$ cat config.mk
export PLATFORM = sky130hd
export DESIGN_NAME = print_screen
export DESIGN_NICKNAME = d
export VERILOG_FILES = /design/src/rtl/print_screen.sv
export SDC_FILE = /design/constraint.sdc
export NUM_CORES = 1
export LEC_CHECK = 0
export CELL_PAD_IN_SITES_DETAIL_PLACEMENT = 0
export CELL_PAD_IN_SITES_GLOBAL_PLACEMENT = 2
export CORE_MARGIN = 2
export CORE_UTILIZATION = 37
export CTS_BUF_LIST = sky130_fd_sc_hd__clkbuf_8
export CTS_CLUSTER_DIAMETER = 200
export DETAILED_ROUTE_END_ITERATION = 7
export PLACE_DENSITY = 0.84
export SYNTH_ARGS = -nofsm -noshare
export SYNTH_HDL_FRONTEND = slang
export SYNTH_SLANG_ARGS = --single-unit
$ cat constraint.sdc
create_clock -name clk -period 3.1 [get_ports clk]
set_clock_uncertainty 0.1 [all_clocks]
set_input_delay 0.465 -clock clk [delete_from_list [all_inputs] [get_ports clk]]
set_output_delay 0.465 -clock clk [all_outputs]
set_load 0.02 [all_outputs]
$ cat src/rtl/print_screen.sv
// rtl/print_screen.sv - UART frame server: each valid request byte on RxD snapshots packet
// and streams it on TxD as PKT_BYTES 8N1 bytes, MSB byte first.
module print_screen #(
  parameter int CLK_FREQ  = 100_000_000,
  parameter int BAUD      = 115_200,
  parameter int PKT_BYTES = 22
) (
  input  logic                   clk,
  input  logic                   rst_n,
  input  logic                   RxD,
  input  logic [8*PKT_BYTES-1:0] packet,
  output logic                   TxD,
  output logic                   busy
);

  localparam int CLKS_PER_BIT = CLK_FREQ / BAUD;
  localparam int PKT_W        = 8 * PKT_BYTES;
  localparam int CNT_W        = ($clog2(CLKS_PER_BIT) > 0) ? $clog2(CLKS_PER_BIT) : 1;
  localparam int BYTE_W       = ($clog2(PKT_BYTES) > 0) ? $clog2(PKT_BYTES) : 1;

  localparam logic [CNT_W-1:0]  BIT_LAST  = CNT_W'(CLKS_PER_BIT - 1);
  localparam logic [CNT_W-1:0]  HALF_LAST = CNT_W'(CLKS_PER_BIT / 2 - 1);
  localparam logic [BYTE_W-1:0] BYTE_LAST = BYTE_W'(PKT_BYTES - 1);

  localparam logic [1:0] ST_IDLE  = 2'd0;
  localparam logic [1:0] ST_START = 2'd1;
  localparam logic [1:0] ST_DATA  = 2'd2;
  localparam logic [1:0] ST_STOP  = 2'd3;

  logic             rxd_meta;
  logic             rxd_sync;
  logic             rxd_prev;
  logic [1:0]       rx_state;
  logic [CNT_W-1:0] rx_cnt;
  logic [2:0]       rx_bit;
  logic             rx_accept;

  logic [PKT_W-1:0]  snap;
  logic [7:0]        tx_byte;
  logic [1:0]        tx_state;
  logic [CNT_W-1:0]  tx_cnt;
  logic [2:0]        tx_bit;
  logic [BYTE_W-1:0] tx_idx;
  logic              tx_go;

  // Any byte with a good stop bit is a request; the data value itself is never needed.
  assign rx_accept = (rx_state == ST_STOP) && (rx_cnt == BIT_LAST) && rxd_sync && !busy;

  always_ff @(posedge clk or negedge rst_n) begin
    if (!rst_n) begin
      rxd_meta <= 1'b1;
      rxd_sync <= 1'b1;
      rxd_prev <= 1'b1;
      rx_state <= ST_IDLE;
      rx_cnt   <= '0;
      rx_bit   <= '0;
    end else begin
      rxd_meta <= RxD;
      rxd_sync <= rxd_meta;
      rxd_prev <= rxd_sync;
      case (rx_state)
        ST_IDLE: begin
          rx_cnt <= '0;
          rx_bit <= '0;
          if (rxd_prev && !rxd_sync) rx_state <= ST_START;
        end
        ST_START: begin
          if (rx_cnt == HALF_LAST) begin
            rx_cnt   <= '0;
            rx_state <= rxd_sync ? ST_IDLE : ST_DATA;
          end else begin
            rx_cnt <= rx_cnt + CNT_W'(1);
          end
        end
        ST_DATA: begin
          if (rx_cnt == BIT_LAST) begin
            rx_cnt <= '0;
            rx_bit <= rx_bit + 3'd1;
            if (rx_bit == 3'd7) rx_state <= ST_STOP;
          end else begin
            rx_cnt <= rx_cnt + CNT_W'(1);
          end
        end
        default: begin
          if (rx_cnt == BIT_LAST) begin
            rx_cnt   <= '0;
            rx_state <= ST_IDLE;
          end else begin
            rx_cnt <= rx_cnt + CNT_W'(1);
          end
        end
      endcase
    end
  end

  // tx_go delays the first start bit by one cycle so it lands 2 cycles after the request sample.
  always_ff @(posedge clk or negedge rst_n) begin
    if (!rst_n) begin
      snap     <= '0;
      tx_byte  <= '0;
      tx_state <= ST_IDLE;
      tx_cnt   <= '0;
      tx_bit   <= '0;
      tx_idx   <= '0;
      tx_go    <= 1'b0;
      busy     <= 1'b0;
      TxD      <= 1'b1;
    end else begin
      tx_go <= 1'b0;
      if (rx_accept) begin
        snap  <= packet;
        busy  <= 1'b1;
        tx_go <= 1'b1;
      end
      case (tx_state)
        ST_IDLE: begin
          if (tx_go) begin
            tx_state <= ST_START;
            TxD      <= 1'b0;
            tx_byte  <= snap[PKT_W-1 -: 8];
            snap     <= {snap[PKT_W-9:0], 8'h00};
            tx_idx   <= '0;
            tx_cnt   <= '0;
            tx_bit   <= '0;
          end
        end
        ST_START: begin
          if (tx_cnt == BIT_LAST) begin
            tx_cnt   <= '0;
            tx_state <= ST_DATA;
            TxD      <= tx_byte[0];
            tx_byte  <= {1'b0, tx_byte[7:1]};
          end else begin
            tx_cnt <= tx_cnt + CNT_W'(1);
          end
        end
        ST_DATA: begin
          if (tx_cnt == BIT_LAST) begin
            tx_cnt <= '0;
            if (tx_bit == 3'd7) begin
              tx_state <= ST_STOP;
              TxD      <= 1'b1;
            end else begin
              tx_bit  <= tx_bit + 3'd1;
              TxD     <= tx_byte[0];
              tx_byte <= {1'b0, tx_byte[7:1]};
            end
          end else begin
            tx_cnt <= tx_cnt + CNT_W'(1);
          end
        end
        default: begin
          if (tx_cnt == BIT_LAST) begin
            tx_cnt <= '0;
            if (tx_idx == BYTE_LAST) begin
              tx_state <= ST_IDLE;
              busy     <= 1'b0;
            end else begin
              tx_idx   <= tx_idx + BYTE_W'(1);
              tx_state <= ST_START;
              tx_bit   <= '0;
              TxD      <= 1'b0;
              tx_byte  <= snap[PKT_W-1 -: 8];
              snap     <= {snap[PKT_W-9:0], 8'h00};
            end
          end else begin
            tx_cnt <= tx_cnt + CNT_W'(1);
          end
        end
      endcase
    end
  end

endmodule

==> results.ini, run 1 <==
[timing]
rsz0062_at_grt = no
finalCriticalPeriod_ps = 2520
setup_violations = 0
slew_headroom_pct = 62.5
timing.hold.ws_ps = 255
fin_crit_sh_pct = 81.3
finalSetupTns_ps = 0
drv_slew = 0
finalHoldViolations = 0
fmax_ghz = 0.397
worstMarginPinSlew_ps = 562

[synth]
syn_inst = 854
netlist-cell-type-count = 45
synthAdderAreaFrac_pct = 1.53
synthFlopType = dfrtp_1
synth.mux.area_fraction_pct = 17.8
synth_area_mm2 = 0.0106
syn_nets = 1046
syn_avg_cell_area_um2 = 12.5
yosysTopAreaCell = dfrtp_1
ys_ff_latch = 225
yosys_warnings = 0
synth_edf_count = 0
synth_top_cell_area_share_pct = 52.0
synthXorXnorAreaFrac_pct = 0.823
async_flop_share_pct = 100
synth-compound-area-share_pct = 17.8
yosysMostFrequentCell = dfrtp_1
synth_simple_gate_area_share_pct = 5.30
netlist_top_cells_count = dfrtp_1, mux2i_1, o2bb2ai_1
seq_area_frac_synth_pct = 53.0
synth_top_family_by_area = multiplexers
ys_top_cells_by_area = dfrtp_1, mux2i_1, o2bb2ai_1, buf_2, ha_1

[global_route]
first_global_vias = 7932
grt_max_degree = 79
antenna_found_initial = 7
grt_overflow = 0
grt_usage_pct = 18.3
grt_pass1_wl_um = 44000

[route]
vias_per_cell = 5.17
routed-via-count = 7525
wirelength_um = 27300
postRouteAntennaNets = 0
drtIter0Drc = 473
drc = 0
dr.pass1.iters = 5
wl_per_cell_um = 18.7

[cells_and_area]
nets = 1227
syn_to_final_growth_pct = 30.1
stdcell_area_mm2 = 0.0138
regArea_mm2 = 0.00564
multi_input_area_mm2 = 0.00462
layout-drive-gt1-share_pct = 9.86
n_fill_cell = 2627

[clocking]
post_cts_resized = 0
h-tree-depth = 2
clk_latency_ps = 540
clk_pin_slew_ps = 60
cts_tree = yes
cts_sinks = 225
clock-root-buffer = clkbuf_8
numCtsBuffers = 40
clockBufferDepth = 3

[critical_path]
crit_fanout = 49
path_buf_inv = 1
crit_chain = ha_1 -> nor4bb_1 -> nand3b_1 -> nor2_4 -> buf_12 -> mux2i_1 -> o2bb2ai_1
critPathSlowestCell = dfrtp_1
critPathArrivalTime_ps = 2820
endpoint_kind = flop
startpoint_type = flop
path_delay_family = simple AND/OR/NAND/NOR gates
critPathKind = flop to flop
critPathRequiredTime_ps = 3400
slowest_delay_ps = 400

[floorplan]
core_mm2 = 0.0285
io_pins = 181
fp.dieW_um = 174
die_y_um = 174
initial_utilization_pct = 37.4
fp.dieArea_mm2 = 0.0301
num_rows = 62

[worst_hold_path]
hp-class = flop to flop

[pwr]
p_total_w = 0.00636
power.density_mw_per_mm2 = 460
ir_drop_uv = 239
p_leak_nw = 5.36

[placement]
gp_congestion = 0.757
post-dp-hpwl_um = 18200
placed_area_mm2 = 0.0129
portBuffers = 180

[run]
drv_cap = 0

[status]
status = complete, no violations

-- layer usage --
metal | vias to the layer above | part of all wire [%] | track usage [%]
met3 | 45 | 7.9 | 6.49
met5 | - | 0 | 0
met1 | 3711 | 45 | 24.4
met4 | 0 | 1.9 | 5.19
met2 | 163 | 45 | 28.1
li1 | 3606 | - | -
-- metrics by stage --
stage,setup WS [ps],std cells,utilization [%]
2_1_floorplan,911,854,-
3_3_place_gp,684,1376,45.4
3_5_place_dp,567,1376,45.4
4_1_cts,570,1449,48.5
5_1_grt,385,1451,48.6
6_report,580,1456,48.6
-- registers in the layout, indices dropped and copies added, names as in the netlist, 2 cells and up --
register	flops
tx_state	2
rx_cnt	10
tx_bit	3
rx_state	2
tx_byte	8
tx_idx	5
snap	176
rx_bit	3
tx_cnt	10
-- cell families (layout without fill, tap and decap cells) --
kind of cell | Yosys count | in the layout
other | 0 | 7
AND/OR/NAND/NOR | 107 | 107
buffers and inverters | 77 | 288
XOR/XNOR | 10 | 10
flip-flops | 225 | 225
AO/OA/AOI/OAI | 233 | 233
multiplexers | 189 | 189
adder cells (fa/ha/maj) | 13 | 13
-- cell usage in the layout, fill, tap and decap left out, drive strengths merged, types with 5 or more instances in the layout --
cell type | Yosys | routed
nand2b | 5 | 5
diode | 0 | 7
nor2 | 28 | 28
buf | 57 | 25
nand3 | 10 | 10
ha | 13 | 13
o2bb2ai | 168 | 168
xor2 | 8 | 8
clkbuf | 9 | 57
mux2i | 185 | 185
a21oi | 10 | 10
o21ai | 34 | 34
inv | 11 | 22
a22o | 8 | 8
nor3 | 7 | 7
nand4 | 6 | 6
nand2 | 25 | 25
clkdlybuf4s50 | 0 | 179
a31oi | 5 | 5
dfrtp | 221 | 221
-- power breakdown --
part | internal, W | switching [W]
Clock | 0.00171 | 0.00126
Combinational | 0.000244 | 0.000150
Sequential | 0.00296 | 0.0000317
-- final timing paths --
path,from,endpoint,slack (ps),depth (start not counted)
min,rxd_meta,rxd_sync,260,0
min in group asynchronous,rst_n,rx_cnt[8],380,2
max reg2reg,rx_cnt[0],snap[67],580,7
min reg2reg,rxd_meta,rxd_sync,260,0
max in group asynchronous,rst_n,TxD,1740,3
max,rx_cnt[0],snap[67],580,7
-- layout make-up --
class,instances,share of cell area [%]
timing repair buffer,205,15.6
clock inverter,15,0.678
clock buffer,57,5.67
sequential,225,40.7
tap,384,3.47
inverter,11,0.298
multi-input combinational,552,33.4
antenna,7,0.127
-- timing repair --
| item | in CTS | in global routing |
|---|---|---|
| setup buffers | 0 | 0 |
| hold buffers | 1 | 0 |
| endpoints found under the hold margin | 62 | 0 |
(Power assumes the default switching activity.)
==> run 2, diff against run 1 <==
Clock period 3.1 ns to 2.4 ns, I/O delays scaled along.
==> results.ini, run 2 (synthesis gave the netlist of run 1 again) <==
[critical_path]
critPathKind = flop to flop
critPathArrivalTime_ps = 2550
rr_worst_depth = 8
r2r-end = snap[74]
startpoint_type = flop
r2r_slack_ps = 170
endpoint_kind = flop
critPathRequiredTime_ps = 2720
crit_fanout = 26
r2r_start = rx_cnt[0]

[floorplan]
fp.dieW_um = 174
num_rows = 62
die_y_um = 174
fp.dieArea_mm2 = 0.0301
core_mm2 = 0.0285
initial_utilization_pct = 37.4
io_pins = 181

[timing]
finalHoldViolations = 0
drv_slew = 0
fin_crit_sh_pct = 93.1
finalCriticalPeriod_ps = 2230
timing.hold.ws_ps = 178
fmax_ghz = 0.448
setup_violations = 0
worstMarginPinSlew_ps = 618
fin_ws_ps = 166
slew_headroom_pct = 58.8

[placement]
dp.cells = 1396
pre_cts_slack_ps = 96.3
gp_congestion = 0.786
portBuffers = 180
post-dp-hpwl_um = 19000

[run]
drv_cap = 0

[clocking]
clockBufferDepth = 3
h-tree-depth = 2
cts_tree = yes
clock-root-buffer = clkbuf_8
cts_setup_buffers = 0
numCtsBuffers = 40
clk_latency_ps = 540
cts_sinks = 225
clk_pin_slew_ps = 60

[worst_hold_path]
worstHoldPathCells = 1
hold_start = RxD
hp-class = input port to flop
min_to = rxd_meta

[route]
drtIter0Drc = 403
routed-via-count = 7624
drc = 0
wl_per_cell_um = 18.8
dr.pass1.iters = 6
vias_per_cell = 5.17
postRouteAntennaNets = 0
wirelength_um = 27700

[pwr]
p_leak_nw = 5.46
power.density_mw_per_mm2 = 577
ir_drop_uv = 358

[global_route]
grt_pass1_wl_um = 44300
first_global_vias = 7889
antenna_found_initial = 3
grt_overflow = 0
grt_usage_pct = 18.4
grt_max_degree = 75

[cells_and_area]
reg_top3 = snap (176), rx_cnt (10), tx_cnt (10)
regMostFlops = snap
final_cell_mix = dfrtp_1, mux2i_1, clkdlybuf4s50_1
largest_reg_flops = 176
nets = 1247
final_cells = 1474
mostFrequentLayoutCell = dfrtp_1
layout-drive-gt1-share_pct = 11.9
syn_to_final_growth_pct = 31.9

[status]
status = complete, no violations

-- run 2: where the power goes --
part | internal [W] | total, W | switching (W)
Clock | 0.00205 | 0.00370 | 0.00165
Combinational | 0.000321 | 0.000525 | 0.000203
Sequential | 0.00383 | 0.00387 | 0.0000431
Total | 0.00620 | 0.00810 | 0.00189
-- run 2: worst max path at each step --
stage                 from   endpoint  slack [ps]  cells after the start
6_report         rx_cnt[0]   snap[74]         170                      8
5_1_grt          rx_cnt[0]   snap[74]         -20                      8
4_1_cts          rx_cnt[0]   snap[74]          80                      8
3_5_place_dp     rx_cnt[0]   snap[48]         100                      8
3_3_place_gp     rx_cnt[0]  snap[101]         150                      7
2_1_floorplan  tx_state[0]  tx_bit[0]         210                      7
-- run 2: critical path, cell delays in order (launching register included) --
cell       delay (ps)
dfrtp_1           420
ha_2              260
nor4bb_4          240
nand3b_1          160
nor2_4            190
buf_12            210
buf_12            230
mux2i_1           230
o2bb2ai_1          90
-- run 2: per-stage QoR --
step	setup TNS [ps]	util [%]	power [W]	area [µm²]
after floorplan	0	-	0.00402	10600
after global placement	0	46.2	0.00447	13100
after detailed placement	0	46.2	0.00447	13100
after CTS	0	49.2	0.00823	14000
after global routing	-53.1	49.2	0.00846	14000
final	0	49.3	0.00810	14000
-- run 2: what timing repair did --
action	in CTS	in global routing
endpoints found under the hold margin	67	0
resized for setup	0	4
hold buffers	1	0
endpoints found under the setup margin	0	163
-- run 2: layout make-up --
type / instances / area, µm²
timing repair buffer: 225 / 2370
clock inverter: 18 / 90.1
inverter: 11 / 41.3
antenna: 4 / 10.0
tap: 384 / 480
sequential: 225 / 5640
multi-input combinational: 552 / 4640
clock buffer: 55 / 757
fill: 2568 / 14400
-- run 2: routing by layer --
| metal | routed length (µm) | global-route usage, % | up-vias | part of all wire (%) |
|---|---|---|---|---|
| met2 | 12700 | 28.8 | 173 | 46 |
| met4 | 284 | 3.85 | 0 | 1.0 |
| met3 | 1830 | 5.48 | 26 | 6.6 |
| met1 | 12900 | 25.3 | 3772 | 46 |
| met5 | 0 | 0 | - | 0 |
| li1 | - | - | 3653 | - |
